`config.mk`:
```
export PLATFORM = sky130hd
export DESIGN_NAME = pipeline_hazard_ctrl
export DESIGN_NICKNAME = d
export VERILOG_FILES = /design/src/rtl/pipeline_hazard_ctrl.sv
export SDC_FILE = /design/constraint.sdc
export NUM_CORES = 1
export LEC_CHECK = 0
export CAP_MARGIN = 20
export CORE_ASPECT_RATIO = 0.7
export CORE_MARGIN = 3
export CORE_UTILIZATION = 50
export DETAILED_ROUTE_END_ITERATION = 12
export GPL_TIMING_DRIVEN = 0
export PLACE_DENSITY = 0.87
export SLEW_MARGIN = 5
export SYNTH_ARGS = -nofsm -noshare
export SYNTH_HDL_FRONTEND = slang
export SYNTH_SLANG_ARGS = --single-unit
export TNS_END_PERCENT = 10
```
`constraint.sdc`:
```
create_clock -name clk -period 4.9 [get_ports clk]
set_input_delay 0.98 -clock clk [delete_from_list [all_inputs] [get_ports clk]]
set_output_delay 0.98 -clock clk [all_outputs]
set_load 0.005 [all_outputs]
```
`src/rtl/pipeline_hazard_ctrl.sv`:
```
// Stall/flush sequencer for the 5-stage pipeline: load-use bubbles, data-memory freeze,
// taken-branch flushes, saturating perf counters and a sticky memory-timeout flag.
module pipeline_hazard_ctrl #(
   parameter int unsigned CNT_W   = 16,
   parameter int unsigned TIMEOUT = 255
) (
   input  logic             clk,
   input  logic             rst_n,
   input  logic [4:0]       IF_IDrs1,
   input  logic [4:0]       IF_IDrs2,
   input  logic             IF_IDuseRs1,
   input  logic             IF_IDuseRs2,
   input  logic [4:0]       ID_EXrd,
   input  logic             ID_EXmemRead,
   input  logic             EXbranchTaken,
   input  logic             EX_MEMmemReq,
   input  logic             dmemReady,
   output logic             PCWrite,
   output logic             IF_IDWrite,
   output logic             ID_EXbubble,
   output logic             IF_IDflush,
   output logic             ID_EXflush,
   output logic             pipeFreeze,
   output logic             memErr,
   output logic [CNT_W-1:0] stallCycles,
   output logic [CNT_W-1:0] flushCount
);

   typedef enum logic [1:0] {
      StRun      = 2'd0,
      StRedirect = 2'd1,
      StWait     = 2'd2
   } state_e;

   localparam logic [CNT_W-1:0] CntMax     = '1;
   localparam logic [CNT_W-1:0] CntOne     = {{(CNT_W-1){1'b0}}, 1'b1};
   localparam logic [CNT_W-1:0] TimeoutVal = CNT_W'(TIMEOUT);

   state_e           state_q, state_d;
   logic             pend_redirect_q, pend_redirect_d;
   logic [CNT_W-1:0] wait_cnt_q, wait_cnt_d;
   logic             mem_err_q, mem_err_d;
   logic [CNT_W-1:0] stall_cnt_q, stall_cnt_d;
   logic [CNT_W-1:0] flush_cnt_q, flush_cnt_d;

   logic load_use, mem_wait;
   logic freeze_cyc, decide_en;
   logic pc_write, if_id_write, bubble, if_flush, ex_flush;

   assign load_use = ID_EXmemRead && (ID_EXrd != 5'd0) &&
                     ((IF_IDuseRs1 && (IF_IDrs1 == ID_EXrd)) ||
                      (IF_IDuseRs2 && (IF_IDrs2 == ID_EXrd)));
   assign mem_wait = EX_MEMmemReq && !dmemReady;

   always_comb begin
      pc_write        = 1'b1;
      if_id_write     = 1'b1;
      bubble          = 1'b0;
      if_flush        = 1'b0;
      ex_flush        = 1'b0;
      freeze_cyc      = 1'b0;
      decide_en       = 1'b0;
      state_d         = state_q;
      pend_redirect_d = pend_redirect_q;
      wait_cnt_d      = wait_cnt_q;
      mem_err_d       = mem_err_q;
      stall_cnt_d     = stall_cnt_q;
      flush_cnt_d     = flush_cnt_q;

      case (state_q)
         StRun, StRedirect: begin
            if (mem_wait) begin
               freeze_cyc = 1'b1;
               wait_cnt_d = CntOne;
               state_d    = StWait;
               // The stale fetch behind the redirect is still owed a flush after the freeze.
               if (state_q == StRedirect) pend_redirect_d = 1'b1;
            end else begin
               if (state_q == StRedirect) if_flush = 1'b1;
               decide_en = 1'b1;
            end
         end
         StWait: begin
            if (!dmemReady) begin
               freeze_cyc = 1'b1;
               wait_cnt_d = (wait_cnt_q == CntMax) ? wait_cnt_q : wait_cnt_q + CntOne;
            end else begin
               if (pend_redirect_q) if_flush = 1'b1;
               pend_redirect_d = 1'b0;
               decide_en       = 1'b1;
            end
         end
         default: state_d = StRun;
      endcase

      if (freeze_cyc) begin
         pc_write    = 1'b0;
         if_id_write = 1'b0;
         if (wait_cnt_d >= TimeoutVal) mem_err_d = 1'b1;
      end else if (decide_en) begin
         state_d = StRun;
         if (EXbranchTaken) begin
            if_flush = 1'b1;
            ex_flush = 1'b1;
            state_d  = StRedirect;
            if (flush_cnt_q != CntMax) flush_cnt_d = flush_cnt_q + CntOne;
         end else if (load_use) begin
            pc_write    = 1'b0;
            if_id_write = 1'b0;
            bubble      = 1'b1;
         end
      end

      if ((freeze_cyc || bubble) && (stall_cnt_q != CntMax)) stall_cnt_d = stall_cnt_q + CntOne;
   end

   always_ff @(posedge clk or negedge rst_n) begin
      if (!rst_n) begin
         state_q         <= StRun;
         pend_redirect_q <= 1'b0;
         wait_cnt_q      <= '0;
         mem_err_q       <= 1'b0;
         stall_cnt_q     <= '0;
         flush_cnt_q     <= '0;
      end else begin
         state_q         <= state_d;
         pend_redirect_q <= pend_redirect_d;
         wait_cnt_q      <= wait_cnt_d;
         mem_err_q       <= mem_err_d;
         stall_cnt_q     <= stall_cnt_d;
         flush_cnt_q     <= flush_cnt_d;
      end
   end

   // Every control output is forced low while reset is held.
   assign PCWrite     = rst_n && pc_write;
   assign IF_IDWrite  = rst_n && if_id_write;
   assign ID_EXbubble = rst_n && bubble;
   assign IF_IDflush  = rst_n && if_flush;
   assign ID_EXflush  = rst_n && ex_flush;
   assign pipeFreeze  = rst_n && freeze_cyc;
   assign memErr      = mem_err_q;
   assign stallCycles = stall_cnt_q;
   assign flushCount  = flush_cnt_q;

endmodule

```
Word-level counts from Yosys, hierarchy flattened --
Cells that the tools add are included.
Cells by class: muxes and demuxes 38, add/subtract/negate cells 3, equality and inequality tests 10, magnitude comparators 1, reductions and logical operators 21, bitwise logic cells 1
Operator list (count):
- adder 16 x 1 -> 16 bit (second input constant) | 3
- 2-to-1 mux 16 bit | 3
- != test 16 bit (second input constant) | 2
- case mux 16 bit (2 select lines) | 1
- 2-to-1 mux 1 bit | 26
- equality test 16 bit (second input constant) | 1
- >= comparator 16 x 8 -> 1 bit (second input constant) | 1
- logical AND 1 bit | 11
- equality test 5 bit | 2
- case mux 1 bit (2 select lines) | 4
- AND reduction 4 bit | 2
- 2-to-1 mux 2 bit | 3
- != test 2 bit (second input constant) | 3
- nonzero test 5 bit | 1
- case mux 2 bit (2 select lines) | 1
- equality test 2 x 1 -> 1 bit (second input constant) | 1
- equality test 2 bit (second input constant) | 1
- logical NOT 2 bit | 1
- logical OR 1 bit | 2
- AND reduction 2 bit | 1
- nonzero test 2 bit | 1
- OR reduction 2 bit | 1
- logical NOT 1 bit | 1
- NOT 1 bit | 1
Storage, ports and cells: output and inout port bits 39, input port bits 23, register bits after elaboration 52

Longest topological paths before layout --
depth after elaboration 10, gate-level depth with buffers 11, depth with buffers taken out 9

Least setup slack after synthesis --
OpenSTA, ideal clock, no wires.
path type input to output, from in ID_EXrd[1], to out PCWrite, cell stages on the path 6, data arrival time 2225 ps, path slack 1695 ps, cells stage by stage or4_1 -> nor2_1 -> nor4b_1 -> a31oi_2 -> and2_1 -> buf_4
Between the ends: word-level cells in the longest chain between the ends 9
RTL lines:
- from (decl) | line 13 | input logic [4:0] ID_EXrd,
- equality test 5 bit, on equally long branches | line 51, 52
- logical AND 1 bit, on equally long branches | line 51, 52
- logical OR 1 bit | line 51 | ((IF_IDuseRs1 && (IF_IDrs1 == ID_EXrd)) ||
- logical AND 1 bit * | line 50 | assign load_use = ID_EXmemRead && (ID_EXrd != 5'd0) &&
- 2-to-1 mux 1 bit * (4 in series)
- logical AND 1 bit *
- to (decl) | line 18 | output logic PCWrite,
Mark *: on every way between the ends. The rest lies on a longest branch, timed or not.

Worst setup path in the final report --
from in ID_EXrd[1], to out PCWrite
Between the ends: word-level cells in the longest chain between the ends 9
RTL lines:
- equality test 5 bit, on equally long branches | line 51, 52
- logical AND 1 bit, on equally long branches | line 51, 52
- logical OR 1 bit | line 51
- logical AND 1 bit * | line 50
- 2-to-1 mux 1 bit * | line 107 | end else if (load_use) begin
- 2-to-1 mux 1 bit * | line 102 | if (EXbranchTaken) begin
- 2-to-1 mux 1 bit * | line 100 | end else if (decide_en) begin
- 2-to-1 mux 1 bit * | line 96 | if (freeze_cyc) begin
- logical AND 1 bit * | line 136 | assign PCWrite = rst_n && pc_write;
Marked as above.

==> results.py <==
metrics = {
    "routing": {
        "firstDrtPassIters": 5,
        "drc": 0,
        "drtIter0Drc": 171,
        "drt-wirelength-per-cell_um": 17.3,
        "finalWirelength_mm": 7.89,
        "via_per_inst": 6.12,
        "vias": 2784,
        "postRouteAntennaNets": 0,
    },
    "logic_synthesis": {
        "syn_inst": 310,
        "synth-edff-count": 0,
        "synth_area_leader_cell": "dfrtp_1",
        "ys_types": 60,
        "synth_area_per_cell_sq_um": 9.96,
        "synth_seq_area_share_pct": 42.2,
        "syn-cell-area_sq_um": 3090,
        "synth_ff_type": "dfrtp_1",
        "synthTopCellsByArea": "dfrtp_1 (42%), xnor2_1 (9.4%), nand2_1 (4.5%)",
        "synth_top_cell_area_share_pct": 42.2,
        "yosys_warnings": 0,
        "syn_nets": 340,
        "ys_ff_latch": 52,
        "ys_async_sr_fraction_pct": 100,
    },
    "sta": {
        "finalSetupViolCount": 0,
        "rsz0062_at_grt": "false",
        "slew_violations": 0,
        "skew_ps": 12.9,
        "finalCritPeriodShare_pct": 87.0,
        "whs_ps": 497,
        "relSlewSlack_pct": 54.3,
        "fmax_mhz": 235,
        "min_period_ps": 4260,
        "setup_ws_ps": 637,
        "worst_slew_pin_slew_ps": 685,
        "hold_violations": 0,
    },
    "critical_path": {
        "crit_path_top_delay_cell": "or4_1",
        "cpMostUsedCell": "clkdlybuf4s50_1",
        "worst-path-buf-inv": 3,
        "cp_data_arrival_time_ps": 3280,
        "critPathKind": "primary input to output port",
        "cp_cell_sequence": "clkdlybuf4s50_1 > or4_1 > nor2_1 > nor4b_1 > a31oi_2 > and2_1 > buf_4 > clkdlybuf4s50_1",
        "slowest_delay_ps": 530,
        "path_max_fanout": 5,
        "endpoint_kind": "output port",
        "critPathTopFamily": "buffers and inverters",
        "cp-start-kind": "primary input",
        "crit_required_ps": 3920,
    },
    "place": {
        "pre_cts_slack_ps": 625,
        "hpwl_mm": 5.87,
        "portBuffers": 61,
        "post_dp_cell_area_sq_um": 3810,
        "gp_congestion": 0.903,
    },
    "clocking": {
        "cts_setup_buffers": 0,
        "hold_buffers": 0,
        "cts.sinks": 52,
        "cts_tree": "built",
        "cts_buffers": 5,
        "cts_max_path_buffers": 2,
        "path_clk_slew_ps": 100,
        "cts_root_buffer": "clkbuf_8",
        "cts_resized": 0,
        "clock_latency_ps": 320,
        "ctsHtreeMaxLevel": 2,
    },
    "run": {
        "cap_viol_max_count": 0,
    },
    "grt": {
        "use_met3_pct": 3.99,
        "top_usage_layer": "met2",
        "use_met2_pct": 37.3,
        "grt_max_degree": 42,
        "grt_pass1_vias": 2781,
        "antenna_found_initial": 0,
        "grt_pass1_wl_mm": 13.2,
        "grt_usage_pct": 22.9,
        "grt_overflow": 0,
        "gr-usage-met1_pct": 31.4,
    },
    "status": {
        "outcome": "complete, no violations",
    },
    "floorplan": {
        "die_area_sq_um": 7170,
        "pin_count": 62,
        "core_region_area_sq_um": 5840,
        "die_y_um": 71.7,
        "rows": 23,
        "die_w_um": 99.9,
        "start_util_pct": 52.8,
    },
    "final_layout": {
        "postLayoutCellArea_sq_um": 3920,
        "layout_commonest_cell": "clkdlybuf4s50_1",
        "syn2layout_area_growth_pct": 26.9,
        "final_nets": 409,
        "drive_above_1_share_pct": 11.6,
        "final.fill_count": 454,
        "fin_util_pct": 67.1,
        "n_antenna_cell": 0,
        "final_cell_mix": "clkdlybuf4s50_1 (60), dfrtp_1 (52), nand2_1 (37), xnor2_1 (33), nand3_1 (21)",
    },
    "power": {
        "cellLeakagePower_nw": 1.59,
        "peakVddDrop_mv": 0.232,
        "powerDensity_nw_per_um2": 365,
    },
    "hold_path": {
        "hold_path_class": "register to register",
    },
}
[where the power goes]
group	internal (mW)	switching (mW)
clock network	0.155	0.155
registers	0.491	0.0872
logic	0.255	0.288
total	0.900	0.530
[path summary, 6_finish.rpt]
kind                                            start                          end  slack, ps  depth (start not counted)
setup reg to reg                 state_q[0]$_DFF_PN0_   stallCycles[6]$_DFFE_PN0P_       2070                          9
hold / removal             flushCount[14]$_DFFE_PN0P_   flushCount[14]$_DFFE_PN0P_        500                          1
setup / recovery                           ID_EXrd[1]                      PCWrite        640                          8
hold reg to reg            flushCount[14]$_DFFE_PN0P_   flushCount[14]$_DFFE_PN0P_        500                          1
min in group asynchronous                       rst_n      wait_cnt_q[6]$_DFF_PN0_        550                          1
max in group asynchronous                       rst_n  pend_redirect_q$_DFFE_PN0P_       3810                          2
[synthesized netlist by cell type (4+ instances only)]
| master | number |
|---|---|
| nand2_1 | 37 |
| buf_2 | 8 |
| dfrtp_1 | 52 |
| ha_1 | 7 |
| a31oi_1 | 4 |
| nand3_1 | 21 |
| a21oi_1 | 10 |
| and3_1 | 4 |
| xor2_1 | 7 |
| nor3_1 | 8 |
| nor2_1 | 19 |
| nor3_2 | 4 |
| inv_1 | 10 |
| nand4_1 | 10 |
| o21ai_0 | 4 |
| xnor2_1 | 33 |
| nor4_1 | 5 |
[layer usage]
layer,share of wire [%],routed length (um)
met5,0,0
met4,1.1,85
met3,8.0,629
met2,47,3730
met1,44,3440
[metrics by stage]
stage / power (mW) / setup TNS, ps / instances
finish: 1.43 / 0 / 455
global route: 1.51 / 0 / 455
CTS: 1.42 / 0 / 455
detailed placement: 1.11 / 0 / 447
global placement: 1.09 / -1900 / 446
floorplan: 0.878 / 0 / 310
[cell type report]
class                      instances  area, sq um  area share, %
multi-input combinational        238         1690           43.1
clock inverter                     2         38.8          0.990
timing repair buffer              62          626           16.0
tap                               75         93.8           2.40
buffer                            10         58.8           1.50
sequential                        52         1300           33.2
clock buffer                       6         72.6           1.85
inverter                          10         37.5          0.958
[registers in the layout, summed over array words and instances, names as in the netlist]
signal / count
flushCount: 16
memErr: 1
pend_redirect_q: 1
stallCycles: 16
state_q: 2
wait_cnt_q: 16
[cell families after synthesis]
| kind of cell | synth area share, % |
|---|---|
| flip-flops | 42.2 |
| buffers and inverters | 3.12 |
| AO/OA/AOI/OAI | 13.8 |
| adder cells (fa/ha/maj) | 2.84 |
| AND/OR/NAND/NOR | 25.7 |
| XOR/XNOR | 11.3 |
| multiplexers | 1.09 |
Note: power is estimated with default switching activity, not from simulation.
